--- src/rtl/uart_tx_sched.sv ---
// uart_tx_sched: moves bytes from a show-ahead TX FIFO to a UART transmitter with CTS flow control, inter-byte gap and flush
module uart_tx_sched #(
  parameter int BW      = 8,
  parameter int FLEN    = 8,
  parameter int GAP_CYC = 2,
  parameter int LOWMARK = 4
) (
  input  logic          i_clk,
  input  logic          i_rst_n,
  input  logic          i_enable,
  input  logic          i_flush,
  input  logic          i_cts_n,
  input  logic          i_fifo_empty,
  input  logic [FLEN:0] i_fifo_fill,
  input  logic [BW-1:0] i_fifo_data,
  output logic          o_fifo_rd,
  input  logic          i_tx_busy,
  output logic          o_tx_stb,
  output logic [BW-1:0] o_tx_data,
  output logic          o_busy,
  output logic          o_txlow,
  output logic [15:0]   o_tx_count
);
  typedef enum logic [1:0] {IDLE, SEND, GAP, FLUSH} state_t;
  localparam logic [7:0]    GAP_LD = 8'(GAP_CYC > 0 ? GAP_CYC - 1 : 0);
  localparam logic [FLEN:0] LOW    = (FLEN+1)'(LOWMARK);
  state_t     state;
  logic [7:0] gap_cnt;
  logic       start, xfer;
  assign start     = state == IDLE && i_enable && !i_fifo_empty && !i_cts_n && !i_flush;
  assign xfer      = o_tx_stb && !i_tx_busy;
  // Pop is suppressed while held in reset so a start cannot steal a byte before the first live edge.
  assign o_fifo_rd = i_rst_n && (start || (state == FLUSH && !i_fifo_empty));
  assign o_busy    = state != IDLE;
  // Scheduler FSM with registered strobe, data, byte counter, gap timer and low-watermark flag.
  always_ff @(posedge i_clk or negedge i_rst_n) begin
    if (!i_rst_n) begin
      state      <= IDLE;
      o_tx_stb   <= 1'b0;
      o_tx_data  <= '0;
      o_tx_count <= '0;
      gap_cnt    <= '0;
      o_txlow    <= 1'b1;
    end else begin
      o_txlow <= i_fifo_fill < LOW;
      case (state)
        IDLE:
          if (i_flush) state <= FLUSH;
          else if (start) begin
            o_tx_data <= i_fifo_data;
            o_tx_stb  <= 1'b1;
            state     <= SEND;
          end
        SEND:
          if (xfer) begin
            o_tx_count <= o_tx_count + 16'd1;
            o_tx_stb   <= 1'b0;
            gap_cnt    <= GAP_LD;
            state      <= i_flush ? FLUSH : (GAP_CYC > 0 ? GAP : IDLE);
          end else if (i_flush) begin
            o_tx_stb <= 1'b0;
            state    <= FLUSH;
          end
        GAP:
          if (i_flush) begin
            gap_cnt <= '0;
            state   <= FLUSH;
          end else if (gap_cnt == 8'd0) state <= IDLE;
          else gap_cnt <= gap_cnt - 8'd1;
        FLUSH:
          if (i_fifo_empty && !i_flush) state <= IDLE;
        default: state <= IDLE;
      endcase
    end
  end
endmodule

--- config.mk ---
export PLATFORM = sky130hd
export DESIGN_NAME = uart_tx_sched
export DESIGN_NICKNAME = d
export VERILOG_FILES = /design/src/rtl/uart_tx_sched.sv
export SDC_FILE = /design/constraint.sdc
export NUM_CORES = 1
export LEC_CHECK = 0
export CAP_MARGIN = 5
export CORE_MARGIN = 5
export CORE_UTILIZATION = 25
export CTS_CLUSTER_DIAMETER = 40
export CTS_CLUSTER_SIZE = 28
export DETAILED_ROUTE_END_ITERATION = 8
export PLACE_DENSITY_LB_ADDON = 0.1
export REMOVE_ABC_BUFFERS = 1
export SYNTH_ARGS = -nofsm -noshare
export SYNTH_HDL_FRONTEND = slang
export SYNTH_SLANG_ARGS = --single-unit
--- constraint.sdc ---
create_clock -name i_clk -period 2.05 [get_ports i_clk]
set_input_delay 0.41 -clock i_clk [delete_from_list [all_inputs] [get_ports i_clk]]
set_output_delay 0.41 -clock i_clk [all_outputs]
set_load 0.01 [all_outputs]
# After elaboration in Yosys (flattened, before gate mapping)
# Cells that the tools add are included.
# word_totals
ff_bits	36
elab_cells	62
# classes
addsub	2
n_eq_ne	11
reduce_logical	23
n_lt_le_gt_ge	1
bitwise_logic	1
muxes	18
# op_table
cell	count
two-way mux 8 bit	3
adder 16 x 1 -> 16 bit, second input constant	1
one-hot mux 8 bit (2 select lines)	1
two-way mux 2 bit	7
inequality test 3 bit, second input constant	4
less-than comparator 9 x 3 -> 1 bit, second input constant	1
logical AND 1 bit	8
zero test 8 bit	1
one-hot mux 2 bit (4 select lines)	1
AND reduction 4 bit	2
subtractor 8 x 1 -> 8 bit, second input constant	1
inequality test 2 bit, second input constant	3
AND reduction 3 bit	2
nonzero test 2 bit	3
two-way mux 1 bit	5
equality test 2 bit, second input constant	2
zero test 1 bit	4
equality test 2 x 1 -> 1 bit, second input constant	1
zero test 2 bit	1
inequality test 2 x 1 -> 1 bit, second input constant	1
one-hot mux 1 bit (2 select lines)	1
AND reduction 2 bit	1
logical OR 1 bit	1
inverter 1 bit	1

# Longest topological paths before layout
# logic_depth
word_depth	8
mapped_depth	7
ltp_nobuf	6

# Worst setup path before layout
# No wires, ideal clock.
# synth_timing
path_type	input -> output
startpoint	input i_fifo_empty
endpoint	output o_fifo_rd
required_time_ps	1640
stages	4
slack_ps	62
path_buffers	0
arrival_time_ps	1578
cell_sequence	or4b_1 > nor3_4 > a31oi_1 > nor2b_1
# synth_via
elab_chain_len	6
# synth_lines
element	line	source
start: declaration	13	input logic i_fifo_empty,
zero test 1 bit *	30, 33	
logical AND 1 bit (3 in series)	30	assign start = state == IDLE && i_enable && !i_fifo_empty && !i_cts_n && !i_flush;
logical OR 1 bit *	33	assign o_fifo_rd = i_rst_n && (start || (state == FLUSH && !i_fifo_empty));
logical AND 1 bit *	33	
end: declaration	16	output logic o_fifo_rd,
# Every way passes the cells marked *; elsewhere a longest branch is shown, timed or not.

# Worst setup path after layout
# layout_timing
startpoint	register state[1]
endpoint	output o_fifo_rd
# layout_via
elab_chain_len	7
# layout_lines
element	line	source
start: declaration	27	state_t state;
start signal: assignment	59	state <= i_flush ? FLUSH : (GAP_CYC > 0 ? GAP : IDLE);
zero test 2 bit	30	
logical AND 1 bit (4 in series)	30	
logical OR 1 bit *	33	
logical AND 1 bit *	33	
# Marked as above.

==> metrics.txt <==
register bit total from synthesis 36; share of cells above drive strength 1 17.32%; vias per cell 4.440; GPL Wtd Cong 0.7547; nature of the critical path endpoint primary output; Syn-to-layout area delta 47.95%; Worst-Margin Slew 0.6423 ns; CP max-delay cell or4b_4; # H-tree levels 2; Antenna Nets Post-Route 0; mean routed wirelength per cell 12.69 microns; minimum clock period 2.069 ns; CP Launch Type flip-flop; Sink Count 36; Worst slew margin 56.85%; GR Overflow Total 0; Min-Delay Path Class in -> async; worst hold slack 0.1638 ns; Ports 52; Via Count 1452; Die Area 8719 sq um; most frequent cells in the layout clkdlybuf4s50_1, dfrtp_1, buf_4; GRT Util Overall 10.24%; critical setup path kind reg -> out; CP endpoint o_fifo_rd; vias in the first global route 1513; max_cap viols 0; flop2flop setup slack 0.10 ns; clock tree buffer depth 2; Initial Utilization 25.58%; Synth cell types 41; Nets 257; CP Cell Sequence or4b_4 > nor3_4 > a31oi_2 > nor2b_1 > buf_2; VDD IR max 0.4630 mV; Tcrit/Tclk final 100.9%; Reg-to-Reg Start gap_cnt[1]; Final Slew Violations 0; P_leak 1.137 nW; First DRT Iteration DRCs 25; fmax 483.4 MHz; initial antenna violation count 0; Cells after DPL 317; DRC violations left 0; pwr dens 856.9 nW/um^2; I/O Buffers 49; RSZ-0062 raised after global routing yes; Core Area 6794 sq um; worst skew pair latency 0.29 ns; dpl hpwl 3154 microns; PnR Total Power 2.203 mW; Post-Syn Area 1738 sq um; worst reg2reg path endpoint gap_cnt[0]; reg2reg path depth 6; CP peak stage delay 0.54 ns; first drt pass iteration count 4; syn_area_per_cell 11.00 sq um; Post-Layout Cell Count 327; Cell Rows 30; violated checks negative setup slack; first-pass GRT wire length 7141 microns; clock tree root driver cell clkbuf_8; Crit path required time 1.64 ns; clock buffer count from CTS 5; launch point of the worst path state[1]; pre-CTS setup slack -0.6513 ns; commonest non-fill, non-tap cell in the layout clkdlybuf4s50_1; Worst Skew 0.003073 ns; crit path DAT 1.66 ns; cells after synthesis 158; part of the Yosys area used for sequential elements 51.91%; DIE WIDTH 93.38 microns; largest net degree at the start of global routing 37; Die Ht 93.38 microns; diode count 0; YS warnings 0; outcome finished with violations; worst-path maximum fanout 2; Final Util 37.85%; clock slew seen by the registers of the worst setup and hold paths 0.08 ns; CTS tree yes; PnR worst setup slack -0.01876 ns; Final Hold Vio Count 0; final setup violation count 1; final wirelength 4148 microns
## cells by family (layout without fill, tap and decap cells)
kind of cell,after synthesis,in the layout,synth area share (%)
simple gates,60,60,19.44
fa+ha+maj,3,3,2.160
xor+xnor,15,15,7.559
buf+inv,10,83,2.304
flops,36,36,51.91
mux,10,10,6.912
compound gates,24,24,9.720
## routing by layer
layer / track usage [%] / wire length [microns] / up-vias
met3: 3.218 / 274 / 3
li1: - / - / 702
met5: 0 / 0 / -
met4: 3.297 / 37 / 0
met1: 12.50 / 1779 / 711
met2: 17.09 / 2056 / 36
## synthesized netlist by cell type
cell       count  area (sq um)
or4_1          1         7.510
nand2b_1       2         12.51
nor3_2         1         10.01
buf_2          2         10.01
a211o_1        1         8.760
or3b_1         1         8.760
mux2_1         8         90.09
ha_1           3         37.54
or2_1          1         6.260
o21ai_0        2         10.01
nor3b_1        1         7.510
nor4_1         4         25.02
a21oi_1        4         20.02
nor3_4         1         16.27
inv_1          5         18.77
a22oi_1        1         7.510
nand4bb_1      1         11.26
o31a_4         1         17.52
nor2_1         9         33.78
o21a_1         2         15.01
xor2_1         4         35.03
a211oi_1       1         7.510
or2_2          1         6.260
clkbuf_1       3         11.26
nand4_1        1         6.260
nor3_1         1         5.000
nand2_1       16         60.06
a22o_1         1         8.760
and3_1         4         25.02
xnor2_1       11         96.34
o21ai_1        3         15.01
dfstp_2        1         26.28
dfrtp_1       35         875.8
nand3_1        6         30.03
and4_1         1         8.760
or4b_1         2         20.02
nor2b_1        6         37.54
a31oi_1        5         31.28
a221o_1        1         10.01
mux2_4         2         30.03
a41oi_1        2         17.52
## flip-flops by register name (all words and copies together) (netlist names)
signal and flops:
o_tx_stb 1, gap_cnt 8, state 2, o_txlow 1, o_tx_data 8, o_tx_count 16
## area by class of cell
class	instances	area, sq um
Inverter	5	18.77
Clock buffer	5	68.82
Fill cell	660	4223
Timing Repair Buffer	70	636.9
Tap cell	96	120.1
Multi-Input combinational cell	112	805.8
Sequential cell	36	902.1
Clock inverter	3	18.77
## through the flow
stage	instance area (sq um)	TNS, ns
2_1_floorplan	1717	0
3_3_place_gp	2465	-1.817
3_5_place_dp	2465	-2.111
4_1_cts	2555	-0.1150
5_1_grt	2571	-0.09221
6_report	2571	-0.01876
## worst min-delay path by stage
stage                         from        endpoint  slack (ns)
finish                     i_rst_n    o_tx_data[7]        0.16
global route               i_rst_n  o_tx_count[11]        0.21
CTS                        i_rst_n  o_tx_count[13]        0.18
detailed placement  o_tx_count[15]  o_tx_count[15]        0.47
global placement    o_tx_count[15]  o_tx_count[15]        0.46
floorplan                  i_rst_n      gap_cnt[0]        0.11
## power breakdown
part,switching [mW],internal (mW),total (mW)
combinational,0.327,0.389,0.716
sequential,0.135,0.842,0.976
clock,0.274,0.237,0.511
total,0.736,1.47,2.20
## repair_timing
item	in CTS	in global routing
pin swaps	2	2
resized for setup	8	2
cloned	0	0
setup buffers	1	1
endpoints found under the setup margin	1	2
hold buffers	0	0
## critical path, delay by kind of cell, from the launching register on
family                 cells  cell delay [ns]
AND/OR/NAND/NOR            3             0.79
AO/OA/AOI/OAI              1             0.05
flip-flops                 1             0.39
buffers and inverters      1             0.13
Note: power is estimated with default switching activity, not from simulation.
